--- src/rtl/mux_pkg.sv ---
// Shared encodings for the arbitrating N-channel mux: mode codes, output FSM states
// and the channel-index width helper.
package mux_pkg;

    typedef enum logic [1:0] {
        MODE_SELECT      = 2'b00,
        MODE_PRIORITY    = 2'b01,
        MODE_ROUND_ROBIN = 2'b10,
        MODE_HOLD        = 2'b11
    } mode_e;

    typedef enum logic {
        ST_EMPTY = 1'b0,
        ST_FULL  = 1'b1
    } state_e;

    // Channel-index width for nch channels, never narrower than one bit.
    function automatic int unsigned sel_width(input int unsigned nch);
        return (nch > 2) ? $clog2(nch) : 1;
    endfunction

endpackage

--- src/rtl/rr_arbiter.sv ---
// One-hot request arbiter. With rr_en set the search starts at ptr and wraps;
// with rr_en clear it is a fixed lowest-index-first priority arbiter.
module rr_arbiter
    import mux_pkg::*;
#(
    parameter int unsigned  NCH  = 4,
    localparam int unsigned SELW = sel_width(NCH)
) (
    input  logic [NCH-1:0]  req,
    input  logic [SELW-1:0] ptr,
    input  logic            rr_en,
    output logic [NCH-1:0]  grant
);

    logic [NCH-1:0]  w_grant;
    logic            w_found;
    int unsigned     w_start;
    int unsigned     w_sum;
    logic [SELW-1:0] w_idx;

    // Scan every channel once from the start point, granting the first requester.
    always_comb begin
        w_grant = '0;
        w_found = 1'b0;
        w_sum   = 0;
        w_idx   = '0;
        w_start = rr_en ? 32'(ptr) : 32'd0;
        for (int unsigned k = 0; k < NCH; k++) begin
            w_sum = w_start + k;
            if (w_sum >= NCH) begin
                w_sum = w_sum - NCH;
            end
            w_idx = SELW'(w_sum);
            if (!w_found && req[w_idx]) begin
                w_grant[w_idx] = 1'b1;
                w_found        = 1'b1;
            end
        end
    end

    assign grant = w_grant;

endmodule

--- src/rtl/mux_arb_n.sv ---
// N-channel valid/ready mux with selectable arbitration feeding a single-entry
// output register. The register may be refilled on the same edge it drains.
module mux_arb_n
    import mux_pkg::*;
#(
    parameter int unsigned  WIDTH = 8,
    parameter int unsigned  NCH   = 4,
    localparam int unsigned SELW  = sel_width(NCH)
) (
    input  logic                 clk,
    input  logic                 rst_n,
    input  logic [1:0]           mode,
    input  logic [SELW-1:0]      sel,
    input  logic [NCH*WIDTH-1:0] in_data,
    input  logic [NCH-1:0]       in_valid,
    output logic [NCH-1:0]       in_ready,
    output logic [WIDTH-1:0]     out_data,
    output logic [SELW-1:0]      out_ch,
    output logic                 out_valid,
    input  logic                 out_ready
);

    state_e           r_state;
    logic [WIDTH-1:0] r_data;
    logic [SELW-1:0]  r_ch;
    logic [SELW-1:0]  r_rr_ptr;

    mode_e            w_mode;
    logic [NCH-1:0]   w_sel_grant;
    logic [NCH-1:0]   w_arb_grant;
    logic [NCH-1:0]   w_grant;
    logic [NCH-1:0]   w_xfer;
    logic             w_xfer_any;
    logic             w_load_en;
    logic [SELW-1:0]  w_xfer_idx;
    logic [WIDTH-1:0] w_xfer_data;

    assign w_mode = mode_e'(mode);

    // SELECT grant: direct index; indices beyond the last channel grant nothing.
    always_comb begin
        w_sel_grant = '0;
        if (32'(sel) < NCH) begin
            w_sel_grant[sel] = in_valid[sel];
        end
    end

    rr_arbiter #(
        .NCH (NCH)
    ) u_rr_arbiter (
        .req   (in_valid),
        .ptr   (r_rr_ptr),
        .rr_en (w_mode == MODE_ROUND_ROBIN),
        .grant (w_arb_grant)
    );

    // Pick the grant source for the current mode; HOLD grants nothing.
    always_comb begin
        w_grant = '0;
        unique case (w_mode)
            MODE_SELECT:      w_grant = w_sel_grant;
            MODE_PRIORITY:    w_grant = w_arb_grant;
            MODE_ROUND_ROBIN: w_grant = w_arb_grant;
            MODE_HOLD:        w_grant = '0;
        endcase
    end

    // Output register can take a word when empty or when it drains this cycle.
    assign w_load_en  = (r_state == ST_EMPTY) | out_ready;
    // rst_n gating keeps ready low during reset even though the state reads EMPTY.
    assign in_ready   = w_grant & {NCH{w_load_en & rst_n}};
    assign w_xfer     = in_valid & in_ready;
    assign w_xfer_any = |w_xfer;

    // Encode the one-hot transfer vector and mux out the winning channel's word.
    always_comb begin
        w_xfer_idx  = '0;
        w_xfer_data = '0;
        for (int unsigned i = 0; i < NCH; i++) begin
            if (w_xfer[i]) begin
                w_xfer_idx  = SELW'(i);
                w_xfer_data = in_data[i*WIDTH +: WIDTH];
            end
        end
    end

    // Output register FSM and round-robin pointer.
    always_ff @(posedge clk or negedge rst_n) begin
        if (!rst_n) begin
            r_state  <= ST_EMPTY;
            r_data   <= '0;
            r_ch     <= '0;
            r_rr_ptr <= '0;
        end else begin
            if (w_xfer_any) begin
                r_state <= ST_FULL;
                r_data  <= w_xfer_data;
                r_ch    <= w_xfer_idx;
                if (w_mode == MODE_ROUND_ROBIN) begin
                    r_rr_ptr <= (w_xfer_idx == SELW'(NCH - 1)) ? '0 : w_xfer_idx + SELW'(1);
                end
            end else if ((r_state == ST_FULL) && out_ready) begin
                // Drain without refill: data and channel keep their last value.
                r_state <= ST_EMPTY;
            end
        end
    end

    assign out_valid = (r_state == ST_FULL);
    assign out_data  = r_data;
    assign out_ch    = r_ch;

endmodule
--- config.mk ---
export PLATFORM = sky130hd
export DESIGN_NAME = mux_arb_n
export DESIGN_NICKNAME = d
export VERILOG_FILES = /design/src/rtl/mux_pkg.sv /design/src/rtl/rr_arbiter.sv /design/src/rtl/mux_arb_n.sv
export SDC_FILE = /design/constraint.sdc
export NUM_CORES = 1
export LEC_CHECK = 0
export BUFFER_PORTS_ARGS = -buffer_cell sky130_fd_sc_hd__buf_4
export CAP_MARGIN = 15
export CORE_ASPECT_RATIO = 1.5
export CORE_MARGIN = 5
export CORE_UTILIZATION = 50
export DETAILED_ROUTE_END_ITERATION = 12
export PLACE_DENSITY = 0.93
export SYNTH_ARGS = -nofsm -noshare
export SYNTH_HDL_FRONTEND = slang
export SYNTH_SLANG_ARGS = --single-unit
--- constraint.sdc ---
create_clock -name clk -period 5.05 [get_ports clk]
set_clock_uncertainty 0.15 [all_clocks]
set_input_delay 1.01 -clock clk [delete_from_list [all_inputs] [get_ports clk]]
set_output_delay 1.01 -clock clk [all_outputs]
set_load 0.005 [all_outputs]
==> metrics.md <==
| Metric | Value |
|---|---|
| CP Data Arrival Time | 3.08 ns |
| Rel. slew slack | between 60% and 70% |
| CP startpoint kind | primary input |
| Met1 wire length | ~1500 um |
| Top post-synthesis cells by area | dfrtp_1 26%, a21boi_0 4.2%, inv_1 4.2%, a2111oi_0 4.2%, o2bb2ai_1 4.2% |
| Final WL | about 4000 um |
| Pwr/cell area | around 270 nW/um^2 |
| Total gr overflow | 0 |
| Clk pwr share | a little over an eighth |
| Initial Util | 51.9% |
| Vias in the first global route | 1372 |
| Die area | between 3000 and 4000 um^2 |
| WP data required | between 3 and 4 ns |
| Initial antenna violation count | 0 |
| Cell variety after synth | 54 |
| Crit end category | output pin |
| #FFs+latches synth | 13 |
| DP Area | roughly 1700 um^2 |
| I/O pins | 58 |
| Worst-Skew Late Latency | approximately 0.28 ns |
| Routed length on met2 | 2120 um |
| Setup repair after global routing missed its margin | false |
| # rows | 22 |
| Synthesized area | 1260 um^2 |
| Die Span Y | 71.4 um |
| Synth Warn # | 0 |
| DRT iter0 DRCs | 33 |
| Die Span X | about 50 um |
| Worst Hold Class | reg2reg |
| Post-synth top area share | ~26% |
| Status | finished, final reports clean |
| Cells after DPL | ~220 |
| Vias | 1352 |
| # clock sinks | 13 |
| Hold depth | 1 |
| Post-synthesis mux area share | less than 1% |
| Worst R2R Path Depth | 6 |
| Non-Filler Instances | 220 |
| Top routing layer in use | met4 |
| Placed wire-length estimate | between 3000 and 4000 um |
| Vias per cell | roughly 6.1 |
| Global-route usage over all layers | about a quarter |
| Sequential fraction of the synthesis area | between 20% and 30% |
| Pins Over Slew Limit | 0 |
| Final setup viols | 0 |
| Hold-critical path endpoint | out_data[0] |
| Internal power | between 0.2 and 0.3 mW |
| Wire length per cell | 17.9 um |
| Pin count of the biggest net entering global routing | 18 |
| Resize count post-CTS | 0 |
| Hold_ws | 0.345 ns |
| Sw frac | about 36% |
| Worst Setup Path Type | in2out |
| Seq pwr share | between 40% and 50% |
| DRC viols | 0 |
| LEAKAGE | between 0.7 and 0.8 nW |
| Xor/xnor share of the synthesized area | 0% |
| Clock Pin Slew Worst Setup and Hold Paths | approximately 0.070 ns |
| Logic pwr share | between 40% and 50% |
| # Post-CTS Setup Buffers | 0 |
| Reg2reg start | out_valid |
| Pre-antenna DRT Iters | 4 |
| Post-synthesis compound-gate area fraction | ~37% |
| CTS tree | yes |
| Cts bufs inserted | 3 |
| Crit-path cells | buf_4 -> inv_1 -> ha_1 -> and4bb_1 -> a211oi_2 -> or4_1 -> a31o_4 -> clkinv_4 -> buf_4 |
| Syn Area/Cell | 8.92 um^2 |
| Mapped Cells | 141 |
| Worst path slowest cell | ha_1 |
| Leading area contributor after synthesis | dfrtp_1 |
| Gpl congestion | 0.964 |
| Largest family of logic cells by synthesized area | compound AO/OA/AOI/OAI gates |
| FF-to-FF setup slack | roughly 2.4 ns |
| Total Power | approximately 0.46 mW |
| Number of fill cells | 203 |
| Post-synth EDFFs | 0 |
| Hold Buf Count CTS | 0 |
| Min-delay src | out_data[0] |
| Met3 wire length | 225 um |
| Maximum fanout along the worst path | 17 |
| Core ar. | around 2400 um^2 |
| Achievable Freq | approximately 240 MHz |
| Worst vdd ir | between 0.0002 and 0.00025 V |
| Buffers on Ports | 57 |
| Final period util | between 80% and 90% |
| Post-synthesis adder-cell area fraction | under 10% |
| Synth Flop Type | dfrtp_1 |
| Max clock buf depth | 2 |
| Synth Area in Simple Gates | between 20% and 30% |
| Area Growth Syn to Fin | 35.3% |
| Setup TNS | 0 ns |
| CTS H-tree lvls | 1 |
| Slowest cell delay on critical path | ~0.51 ns |
| Crit-path most repeated cell | buf_4 |
| FF-to-FF End | out_data[7] |
| MaxCap Viol Count | 0 |
| Share of cells above drive strength 1 | roughly two fifths |
| Clock root buffer | clkbuf_4 |
| Nets@finish | approximately 240 |
| Number of routed nets with antenna violations | 0 |
| Final Hold Fails | 0 |
| Final std cell area, no fill | approximately 1700 um^2 |
| Post-synth ARST share | between 90% and 100% |
| Switching power | approximately 0.17 mW |
| Antenna cells | 0 |
| Worst slew pin tran | 0.541 ns |
| Final Critical Period | ~4.2 ns |
| First-pass GRT wire length | ~6800 um |
| Syn_nets | about 190 |
[worst max-delay path by stage]
| stage | from | endpoint | slack (ns) | cells past startpoint |
|---|---|---|---|---|
| 3_3_place_gp | mode[0] | in_ready[3] | 0.90 | 9 |
| 4_1_cts | mode[0] | in_ready[3] | 0.83 | 9 |
| 6_report | mode[0] | in_ready[3] | 0.81 | 9 |
| 2_1_floorplan | mode[0] | in_ready[0] | 1.33 | 7 |
| 5_1_grt | mode[0] | in_ready[1] | 0.61 | 8 |
| 3_5_place_dp | mode[0] | in_ready[3] | 0.84 | 9 |
[through the flow]
step	utilization (%)	setup WS, ns
after detailed placement	69.2	0.840
final	70.2	0.805
after global routing	70.2	0.615
after global placement	69.2	0.904
after CTS	70.2	0.831
after floorplan	-	1.33
[power groups by stage]
stage               logic [mW]  clock network [mW]  registers (mW)
floorplan                0.117                   0           0.170
global placement         0.204                   0           0.186
detailed placement       0.211                   0           0.189
CTS                      0.212              0.0653           0.187
global route             0.231              0.0709           0.194
finish                   0.211              0.0630           0.189
[logic make-up (layout without fill, tap and decap cells)]
logic type / count (synthesis) / in the layout
adders and majority gates: 2 / 2
and+or+nand+nor: 48 / 48
DFF: 13 / 13
muxes: 1 / 1
AOI/OAI and AO/OA: 54 / 54
buffers and inverters: 23 / 78
[worst max-delay path: cells and delay by family]
kind	cells	cell delay, ns
AOI/OAI and AO/OA	2	0.35
buffers and inverters	4	0.43
and+or+nand+nor	2	0.79
adders and majority gates	1	0.51
[cells in the mapped netlist (4+ instances only)]
cell,n
nor4_1,4
nand2_1,6
nand2b_1,4
dfrtp_1,13
a21boi_0,7
a211oi_1,6
a21oi_1,5
o2bb2ai_1,6
nor2_1,8
inv_1,14
a2111oi_0,6
buf_2,5
[cells in the final DEF (no fill, tap or decap), types with 2 or more instances in the layout]
| cell | instances |
|---|---|
| o2111ai_1 | 2 |
| nor3_1 | 2 |
| o21ai_0 | 3 |
| nor4_1 | 4 |
| clkbuf_4 | 3 |
| a22oi_1 | 2 |
| o2bb2ai_1 | 6 |
| or3_1 | 3 |
| a21oi_1 | 5 |
| nand2_1 | 6 |
| buf_4 | 58 |
| inv_1 | 14 |
| a2111oi_0 | 6 |
| nand2b_1 | 4 |
| a21boi_0 | 7 |
| and2_1 | 2 |
| nand3_1 | 3 |
| a211oi_1 | 6 |
| ha_1 | 2 |
| nand3b_1 | 2 |
| nor2b_1 | 2 |
| dfrtp_1 | 13 |
| nor2_1 | 8 |
| and4bb_1 | 2 |
[flip-flops by register name (all words and copies together) (netlist names)]
| register | cells |
|---|---|
| out_valid | 1 |
| r_rr_ptr | 2 |
| out_data | 8 |
| out_ch | 2 |
[final cells by class]
| cell class | instances | area, um^2 | area share (%) |
|---|---|---|---|
| inverters | 16 | 65.1 | 3.82 |
| flip-flops and latches | 13 | 325 | 19.1 |
| clock buffers | 4 | 26.3 | 1.54 |
| multi-input cells | 105 | 820 | 48.2 |
| repair buffers | 58 | 435 | 25.6 |
| well taps | 24 | 30.0 | 1.76 |
[layer usage]
metal  up-vias  track usage (%)
li1        656                -
met3         6             3.53
met1       633             28.9
met4         0             10.8
met5         -                0
met2        57             39.1
No activity file was read; power rests on OpenSTA's default activity.
